==> src/rtl/uart_tx.sv <==
// UART transmitter: pops one word from the TX FIFO and sends it as
// start bit, D_W data bits LSB first, optional parity and stop bits.
module uart_tx #(
    parameter int D_W       = 8,
    parameter int B_TICK    = 16,
    parameter int STOP_BITS = 1,
    parameter int PAR_EN    = 0,
    parameter int PAR_ODD   = 0
) (
    input  logic           clk,
    input  logic           rst,
    input  logic           baud_en,
    input  logic           ff_empty,
    input  logic [D_W-1:0] ff_data,
    output logic           ff_rd_en,
    output logic           tx_data,
    output logic           tx_busy,
    output logic           tx_done
);

    localparam int TW = (B_TICK > 1) ? $clog2(B_TICK) : 1;
    localparam int BW = $clog2(D_W + 1);

    typedef enum logic [2:0] {
        IDLE,
        LOAD,
        START,
        DATA,
        PARITY,
        STOP
    } state_t;

    state_t         state;
    logic [TW-1:0]  tick;
    logic [BW-1:0]  bit_cnt;
    logic [D_W-1:0] shreg;
    logic           par;
    logic           in_bit;
    logic           bit_end;

    assign in_bit  = (state == START) || (state == DATA) ||
                     (state == PARITY) || (state == STOP);
    assign bit_end = baud_en && (tick == TW'(B_TICK - 1));

    always_ff @(posedge clk) begin
        if (!rst) begin
            state    <= IDLE;
            tick     <= '0;
            bit_cnt  <= '0;
            shreg    <= '0;
            par      <= 1'b0;
            tx_data  <= 1'b1;
            ff_rd_en <= 1'b0;
            tx_busy  <= 1'b0;
            tx_done  <= 1'b0;
        end else begin
            tx_done <= 1'b0;
            if (in_bit && baud_en) begin
                tick <= bit_end ? '0 : tick + 1'b1;
            end
            unique case (state)
                IDLE: begin
                    tx_data <= 1'b1;
                    if (!ff_empty) begin
                        ff_rd_en <= 1'b1;
                        tx_busy  <= 1'b1;
                        state    <= LOAD;
                    end
                end
                // First cycle drops the pop; FIFO data is valid on the second.
                LOAD: begin
                    if (ff_rd_en) begin
                        ff_rd_en <= 1'b0;
                    end else begin
                        shreg   <= ff_data;
                        par     <= (^ff_data) ^ 1'(PAR_ODD);
                        tick    <= '0;
                        bit_cnt <= '0;
                        tx_data <= 1'b0;
                        state   <= START;
                    end
                end
                START: begin
                    if (bit_end) begin
                        tx_data <= shreg[0];
                        state   <= DATA;
                    end
                end
                DATA: begin
                    if (bit_end) begin
                        shreg <= shreg >> 1;
                        if (bit_cnt == BW'(D_W - 1)) begin
                            bit_cnt <= '0;
                            if (PAR_EN != 0) begin
                                tx_data <= par;
                                state   <= PARITY;
                            end else begin
                                tx_data <= 1'b1;
                                state   <= STOP;
                            end
                        end else begin
                            bit_cnt <= bit_cnt + 1'b1;
                            tx_data <= shreg[1];
                        end
                    end
                end
                PARITY: begin
                    if (bit_end) begin
                        bit_cnt <= '0;
                        tx_data <= 1'b1;
                        state   <= STOP;
                    end
                end
                STOP: begin
                    if (bit_end) begin
                        if (bit_cnt == BW'(STOP_BITS - 1)) begin
                            bit_cnt <= '0;
                            tx_done <= 1'b1;
                            tx_busy <= 1'b0;
                            state   <= IDLE;
                        end else begin
                            bit_cnt <= bit_cnt + 1'b1;
                        end
                    end
                end
                default: state <= IDLE;
            endcase
        end
    end

endmodule

==> config.mk <==
export PLATFORM = sky130hd
export DESIGN_NAME = uart_tx
export DESIGN_NICKNAME = d
export VERILOG_FILES = /design/src/rtl/uart_tx.sv
export SDC_FILE = /design/constraint.sdc
export NUM_CORES = 1
export LEC_CHECK = 0
export CORE_MARGIN = 1.5
export CORE_UTILIZATION = 55
export DETAILED_ROUTE_END_ITERATION = 8
export PLACE_DENSITY_LB_ADDON = 0.2
export SLEW_MARGIN = 15
export SYNTH_ARGS = -nofsm -noshare
export SYNTH_HDL_FRONTEND = slang
export SYNTH_SLANG_ARGS = --single-unit
==> constraint.sdc <==
create_clock -name clk -period 2.3 [get_ports clk]
set_input_delay 0.23 -clock clk [delete_from_list [all_inputs] [get_ports clk]]
set_output_delay 0.23 -clock clk [all_outputs]
set_load 0.01 [all_outputs]
==> flow_summary.toml, run 1 <==
[clocking]
cts_tree = "yes"
cts_setup_buffers = 0
cts.path.max_buffers = 2
htreeDepth = 1
cts.sinks = 23
cts_resized = 0
cts_buffers = 3
insertion_delay_ps = 310
root_buffer = "clkbuf_4"
postCtsHoldBufs = 0
cts.clk_slew.worst_paths_ps = 130

[finish]
syn_to_final_growth_pct = 14.0
antenna_cells = 0
final_common_cell = "dfxtp_1"
instances_no_fill = 186
finalNetCount = 174
fillers = 171
mostFrequentLayoutCells = "23 x dfxtp_1, 17 x nand2_1, 15 x clkdlybuf4s50_1"
drive_above_1_share_pct = 8.23

[sta]
min_period_over_period_pct = 80.7
worst-slew-pin-transition_ps = 545
rsz0062_at_grt = "false"
setup_viol = 0
fmax_mhz = 539
tns_ps = 0
hold_viol_final = 0
clock-skew-final_ps = 6.67
slew_headroom_pct = 63.6
drv_slew = 0
fin_crit_ps = 1860

[global_route]
grt_pass1_wl_um = 4110
grt_use_total_pct = 20.4
grt_max_degree = 19
antenna_found_initial = 0
grt_pass1_vias = 968
grt_overflow = 0

[yosys]
synthesis.area_sq_um = 1280
synthSimpleGateAreaFrac_pct = 21.6
synthMuxAreaShare_pct = 4.71
yosysUniqueCellTypes = 41
synth_top_family_by_area = "compound AO/OA/AOI/OAI gates"
syn_nets = 161
yosys_register_bits = 23
seq_area_frac_synth_pct = 36.1
synth-adder-area-share_pct = 2.94
synth_edf_count = 0
avgSynthCellArea_sq_um = 8.74
synth_compound_area_share_pct = 25.9
synth_xor_area_share_pct = 2.06
synthArstFlopShare_pct = 0
synthFlopType = "dfxtp_1"
ys_warn_count = 0
synth_cells = 146

[route]
drt-pass1-iter-count = 4
dr.first_iter.drc_count = 17
wl_per_cell_um = 13.3
ant_nets = 0
wirelength_um = 2480
drc = 0
vias = 1092
avgViaCountPerCell = 5.87

[critical_path]
cp_slowest_cell = "nor3b_1"
crit_type = "reg2reg"
cp.required_ps = 2550
critical-path-top-delay-family = "simple AND/OR/NAND/NOR gates"
crit_chain = "inv_1 -> ha_1 -> nor3b_1 -> o22ai_1 -> or3_1 -> a21boi_0"
startpoint = "bit_cnt[0]"
path_buf_inv = 1
critPathMaxStageDelay_ps = 410
worstPathArrival_ps = 2100
cp-end-kind = "flop"
r2r_start = "bit_cnt[0]"
cp-start-kind = "flop"
worstPathMaxFanout = 7

[floorplanning]
core_sq_um = 2190
io_pins = 16
initial_core_util_pct = 58.3
die_h_um = 51.2
rows = 17
die_area_sq_um = 2620
die_w_um = 51.2

[place]
dp_cells = 182
place.port_buffers = 15
gp_congestion = 0.778
dpl.hpwl_um = 1780

[power]
ir_worst_vdd_uv = 487
p_total_w = 0.000869
powerDensity_nw_per_um2 = 597
power_leakage_nw = 0.677

[hold_path]
hp-class = "reg2reg"
hp-start = "tick[1]"

[outcome]
status = "finished clean"

[job]
cap_viol_max_count = 0
==> metrics by stage <==
stage / hold WS [ps] / setup slack (ps) / cell area [sq um] / utilization (%)
floorplan: 377 / 753 / 1280 / -
global placement: 463 / 352 / 1430 / 65.2
finish: 500 / 444 / 1460 / 66.4
detailed placement: 475 / 318 / 1430 / 65.2
CTS: 492 / 452 / 1460 / 66.4
global route: 524 / 346 / 1460 / 66.4
==> synthesized netlist by cell type, types with 3 or more instances <==
master    instances  area share (%)
nor2_1            8             2.4
a21oi_1           6             2.4
ha_1              3             2.9
o211ai_1          4             2.4
nor3_1            3             1.2
o211a_1           9             7.1
o21ai_0           7             2.7
mux2i_1           6             4.7
inv_1             6             1.8
nand3_1           4             1.6
xor2_1            3             2.1
buf_2             3             1.2
nand3b_1          3             1.8
or3_1             3             1.5
clkbuf_1          5             1.5
dfxtp_1          23              36
o22ai_1           3             1.5
nand2_1          17             5.0
==> worst reg2reg max path, stage by stage (launching register included) <==
cell and delay (ps):
dfxtp_1 340, inv_1 90, ha_1 150, nor3b_1 410, o22ai_1 280, or3_1 360, a21boi_0 150
==> per-layer routing <==
layer	part of all wire, %	global-route usage [%]	vias up
li1	-	-	556
met1	49	25.9	518
met2	48	34.2	14
met3	2.2	2.63	4
met4	1.2	9.46	0
met5	0	0	-
==> layout make-up <==
class / instances / area, sq um / area share (%)
timing repair buffer: 19 / 180 / 12.4
inverter: 6 / 22.5 / 1.55
sequential: 23 / 460 / 31.6
multi-input combinational: 106 / 729 / 50.1
clock inverter: 1 / 5.00 / 0.344
tap: 28 / 35.0 / 2.41
clock buffer: 3 / 22.5 / 1.55
==> kinds of logic after synthesis <==
kind of cell / after synthesis
XOR/XNOR: 3
buffers and inverters: 17
adder cells (fa/ha/maj): 3
AND/OR/NAND/NOR: 50
flip-flops: 23
AO/OA/AOI/OAI: 44
multiplexers: 6
==> report_power, final <==
part | internal, W | total (W) | leakage, nW | switching, W
sequential | 0.000436 | 0.000472 | 0.188 | 0.0000359
combinational | 0.000108 | 0.000211 | 0.472 | 0.000103
clock | 0.0000650 | 0.000185 | 0.0177 | 0.000120
total | 0.000609 | 0.000869 | 0.677 | 0.000260
==> final timing paths <==
| kind | endpoint | slack [ps] | cells past startpoint |
|---|---|---|---|
| worst max-delay path | state[2] | 440 | 6 |
| worst min-delay path | tick[1] | 500 | 2 |
| worst max register to register | state[2] | 440 | 6 |
| worst min register to register | tick[1] | 500 | 2 |
==> state kept, by name (all words and copies together) (netlist names) <==
register,count
bit_cnt,4
ff_rd_en,1
shreg,8
state,3
tick,4
tx_busy,1
tx_data,1
tx_done,1
No activity file was read; power rests on OpenSTA's default activity.
==> run 2, diff against run 1 <==
--- a/config.mk
+++ b/config.mk
@@ -6,7 +6,7 @@
 export NUM_CORES = 1
 export LEC_CHECK = 0
 export CORE_MARGIN = 1.5
-export CORE_UTILIZATION = 55
+export CORE_UTILIZATION = 49
 export DETAILED_ROUTE_END_ITERATION = 8
 export PLACE_DENSITY_LB_ADDON = 0.2
 export SLEW_MARGIN = 15
==> constraint.sdc (replaced) <==
create_clock -name clk -period 1.49 [get_ports clk]
set_input_delay 0.149 -clock clk [delete_from_list [all_inputs] [get_ports clk]]
set_output_delay 0.149 -clock clk [all_outputs]
set_load 0.01 [all_outputs]
==> flow_summary.toml, run 2 (synthesized netlist as in run 1, its figures left out) <==
[outcome]
status = "finished with violations"
violations = "setup timing"

[finish]
final_core_util_pct = 74.2
finalNetCount = 199
regMostFlops = "shreg"
mostFrequentLayoutCells = "24 x buf_4, 16 x dfxtp_1, 14 x nand2_1, 14 x clkdlybuf4s50_1, 9 x o211a_1"
instances_no_fill = 213
syn_to_final_growth_pct = 44.0
drive_above_1_share_pct = 34.4
fillers = 185
antenna_cells = 0
final_cell_area_sq_um = 1840
multiInputGateArea_sq_um = 850
final_common_cell = "buf_4"
seq_area_sq_um = 474
largest_register_ffs = 8
largestRegisters = "shreg: 8 flops, bit_cnt: 4 flops, tick: 4 flops"

[sta]
clock-skew-final_ps = 12.6
slew_headroom_pct = 75.9
setup_slack_ps = -31.0
fin_crit_ps = 1520
rsz0062_at_grt = "true"
drv_slew = 0
worst-slew-pin-transition_ps = 360
hold_viol_final = 0
fmax_mhz = 657
setup_viol = 7
min_period_over_period_pct = 102

[power]
cellInternalPower_w = 0.00106
power_leakage_nw = 0.821
seq_power_share_pct = 46.1
sw_frac_of_total_pct = 32.0
clkPwrFrac_pct = 21.1
ir_worst_vdd_uv = 900
comb_power_share_pct = 32.9
powerDensity_nw_per_um2 = 845
p_sw_w = 0.000497

[clocking]
cts.clk_slew.worst_paths_ps = 150
cts_tree = "yes"
postCtsHoldBufs = 0
cts.sinks = 23
htreeDepth = 1
cts_buffers = 3
root_buffer = "clkbuf_4"
cts.path.max_buffers = 2
insertion_delay_ps = 340

[place]
place_ws_ps = -147
gp_congestion = 0.833
dp_cells = 203
place.port_buffers = 15
dpl_cell_area_sq_um = 1590
dpl.hpwl_um = 2090

[critical_path]
cp-end-kind = "flop"
crit_type = "reg2reg"
worstPathMaxFanout = 6
rrSetupSlack_ps = -30
r2r-end = "bit_cnt[3]"
r2r_start = "state[2]"
cp.required_ps = 1740
rr_worst_depth = 5
critPathMaxStageDelay_ps = 560
crit_chain = "or4b_4 -> o21ai_4 -> clkbuf_16 -> a2bb2oi_2 -> o21ai_1"
cp-start-kind = "flop"
cp_slowest_cell = "or4b_4"
worstPathArrival_ps = 1770

[hold_path]
hold_path_end = "shreg[7]"
hp-class = "in2reg"
hp-start = "ff_data[7]"
holdPathStages = 4

[global_route]
grt_use_total_pct = 23.3
grt_overflow = 0
grt_pass1_vias = 1185
grt_pass1_wl_um = 4890
grt_max_degree = 24
antenna_found_initial = 0

[route]
ant_nets = 0
vias = 1245
dr.first_iter.drc_count = 17
wl_per_cell_um = 15.3
drc = 0
drt-pass1-iter-count = 4
avgViaCountPerCell = 5.85
wirelength_um = 3250

[floorplanning]
die_w_um = 54.0
initial_core_util_pct = 51.5
rows = 18
die_h_um = 54.0
io_pins = 16
die_area_sq_um = 2920
core_sq_um = 2480

[job]
cap_viol_max_count = 0
run 2: what timing repair did:
item / CTS / global route
pin swaps: 3 / 14
resized for setup: 19 / 21
gates cloned: 0 / 2
endpoints found under the setup margin: 9 / 13
setup buffers: 0 / 5
run 2: area by class of cell:
type	count	share of cell area [%]
timing repair buffer	44	22.9
clock buffer	3	1.23
inverter	6	1.36
clock inverter	1	0.408
tap	30	2.04
multi-input combinational	106	46.2
sequential	23	25.8
run 2: metrics by stage:
stage / hold WS (ps) / total power, W / TNS (ps)
after detailed placement: 479 / 0.00114 / -1100
after global routing: 536 / 0.00162 / -802
after global placement: 461 / 0.00112 / -675
after CTS: 503 / 0.00147 / -12.9
after floorplan: 296 / 0.000977 / -117
final: 503 / 0.00155 / -118
run 2: worst max path at each step:
stage,startpoint,to,cells after the start
2_1_floorplan,state[2],bit_cnt[3],6
3_3_place_gp,baud_en,state[0],6
3_5_place_dp,baud_en,state[0],6
4_1_cts,bit_cnt[0],bit_cnt[2],7
5_1_grt,state[2],shreg[6],5
6_report,state[2],bit_cnt[3],5
run 2: power groups by stage:
stage	clock, W	sequential (W)	combinational [W]
global placement	0	0.000721	0.000398
finish	0.000327	0.000715	0.000510
global route	0.000348	0.000721	0.000550
floorplan	0	0.000719	0.000258
CTS	0.000331	0.000716	0.000425
detailed placement	0	0.000726	0.000412
run 2: worst max-delay path: cells and delay by family (launching register included):
kind,cells,cell delay (ps)
flops,1,360
compound gates,3,310
buf+inv,1,200
simple gates,1,560
run 2: routing by layer:
layer / up-vias / wire (um) / track usage [%]
li1: 601 / - / -
met3: 7 / 122 / 5.28
met1: 604 / 1430 / 25.7
met2: 33 / 1650 / 42.3
met4: 0 / 47 / 10.0
met5: - / 0 / 0
==> run 3, diff against run 2 <==
--- a/config.mk
+++ b/config.mk
@@ -6,9 +6,11 @@
 export NUM_CORES = 1
 export LEC_CHECK = 0
 export CORE_MARGIN = 1.5
-export CORE_UTILIZATION = 49
+export CORE_UTILIZATION = 44
+export CTS_CLUSTER_SIZE = 25
 export DETAILED_ROUTE_END_ITERATION = 8
 export PLACE_DENSITY_LB_ADDON = 0.2
+export SETUP_SLACK_MARGIN = 0.02
 export SLEW_MARGIN = 15
 export SYNTH_ARGS = -nofsm -noshare
 export SYNTH_HDL_FRONTEND = slang
==> flow_summary.toml, run 3 (synthesized netlist as in run 1, its figures left out) <==
[finish]
syn_to_final_growth_pct = 43.4
regMostFlops = "shreg"
instances_no_fill = 212
largest_register_ffs = 8
largestRegisters = "shreg: 8 flops, bit_cnt: 4 flops, tick: 4 flops"
finalNetCount = 197
drive_above_1_share_pct = 34.8
final_common_cell = "buf_4"
final_cell_area_sq_um = 1830
mostFrequentLayoutCells = "21 x buf_4, 15 x dfxtp_1, 14 x clkdlybuf4s50_1"
antenna_cells = 0

[critical_path]
crit_chain = "or4b_4 -> o21ai_4 -> buf_12 -> a2bb2oi_1 -> o21ai_1"
path_buf_inv = 1
worstPathMaxFanout = 6
cp_slowest_cell = "or4b_4"
crit_type = "reg2reg"
critPathMaxStageDelay_ps = 570
critical-path-top-delay-family = "simple AND/OR/NAND/NOR gates"
worstPathArrival_ps = 1790
cp-start-kind = "flop"
rrSetupSlack_ps = -70
cp.required_ps = 1720
cp-end-kind = "flop"

[global_route]
grt_pass1_wl_um = 4890
grt_max_degree = 24
grt_overflow = 0
antenna_found_initial = 0
grt_use_total_pct = 19.2
grt_pass1_vias = 1188

[job]
cap_viol_max_count = 0

[sta]
timing.hold.ws_ps = 501
clock-skew-final_ps = 5.27
min_period_over_period_pct = 105
slew_headroom_pct = 79.2
hold_viol_final = 0
drv_slew = 0
worst-slew-pin-transition_ps = 310
setup_slack_ps = -70.9
fin_crit_ps = 1560
setup_viol = 11
fmax_mhz = 641
rsz0062_at_grt = "true"

[power]
power_leakage_nw = 0.833
powerDensity_nw_per_um2 = 845
ir_worst_vdd_uv = 749

[hold_path]
hp-class = "in2reg"

[route]
ant_nets = 0
wirelength_um = 3150
dr.first_iter.drc_count = 53
avgViaCountPerCell = 5.63
drt-pass1-iter-count = 4
vias = 1193
drc = 0
wl_per_cell_um = 14.9

[clocking]
cts_tree = "yes"
htreeDepth = 1
postCtsHoldBufs = 0
root_buffer = "clkbuf_4"
cts_buffers = 3
insertion_delay_ps = 330
cts.sinks = 23
cts.path.max_buffers = 2
cts.clk_slew.worst_paths_ps = 140

[floorplanning]
core_sq_um = 2760
io_pins = 16
die_w_um = 56.9
die_h_um = 56.9
initial_core_util_pct = 46.3
die_area_sq_um = 3230
rows = 19

[place]
place_ws_ps = -201
dpl.hpwl_um = 2010
place.port_buffers = 15
dp_cells = 201
dpl_cell_area_sq_um = 1570
gp_congestion = 0.835

[outcome]
status = "finished with violations"
violations = "setup timing"
[run 3: cell count changes in the layout (fill, tap and decap cells not counted), moves of 2 or more]
cell	previous run	this run
buf_4	24	21
dfxtp_2	5	8
nand2_1	14	11
dfxtp_4	2	0
nand2_4	0	2
[run 3: routing by layer]
| metal | routed length (um) | up-vias | share of wire [%] | global-route usage (%) |
|---|---|---|---|---|
| li1 | - | 603 | - | - |
| met3 | 134 | 7 | 4.3 | 5.53 |
| met2 | 1610 | 24 | 51 | 35.0 |
| met5 | 0 | - | 0 | 0 |
| met1 | 1350 | 559 | 43 | 21.7 |
| met4 | 48 | 0 | 1.5 | 5.32 |
[run 3: metrics by stage]
step | power [W] | setup TNS, ps | utilization [%]
after global routing | 0.00163 | -696 | 66.4
after floorplan | 0.000977 | -136 | -
after detailed placement | 0.00113 | -1220 | 56.9
after CTS | 0.00146 | -17.5 | 61.1
final | 0.00155 | -363 | 66.4
after global placement | 0.00111 | -827 | 56.9
[run 3: path summary, 6_finish.rpt]
kind | startpoint | to | cells past startpoint
max | ff_rd_en | bit_cnt[3] | 5
min | ff_data[6] | shreg[6] | 4
min reg2reg | tick[1] | tick[1] | 2
max reg2reg | ff_rd_en | bit_cnt[3] | 5
[run 3: report_power, final]
part / total (W) / leakage, nW / internal (W) / switching, W
Sequential: 0.000718 / 0.191 / 0.000677 / 0.0000411
Combinational: 0.000515 / 0.628 / 0.000278 / 0.000237
Clock: 0.000313 / 0.0139 / 0.000103 / 0.000210
[run 3: worst min-delay path: stages]
cell,delay [ps]
clkdlybuf4s50_1,400
nand2_1,60
o211ai_1,80
o211a_1,110
[run 3: final cells by class]
type	instances	area (sq um)
clock buffers	3	22.5
clock inverters	1	7.51
fillers	234	927
inverters	6	22.5
multi-input cells	106	858
flip-flops and latches	23	470
well taps	31	38.8
repair buffers	42	410
[run 3: repair_timing]
action                     in CTS  in global routing
pin swaps                       5                  7
setup endpoints to repair      17                 18
gates resized for setup        18                 24
setup buffers                   3                  3
cloned                          0                  2
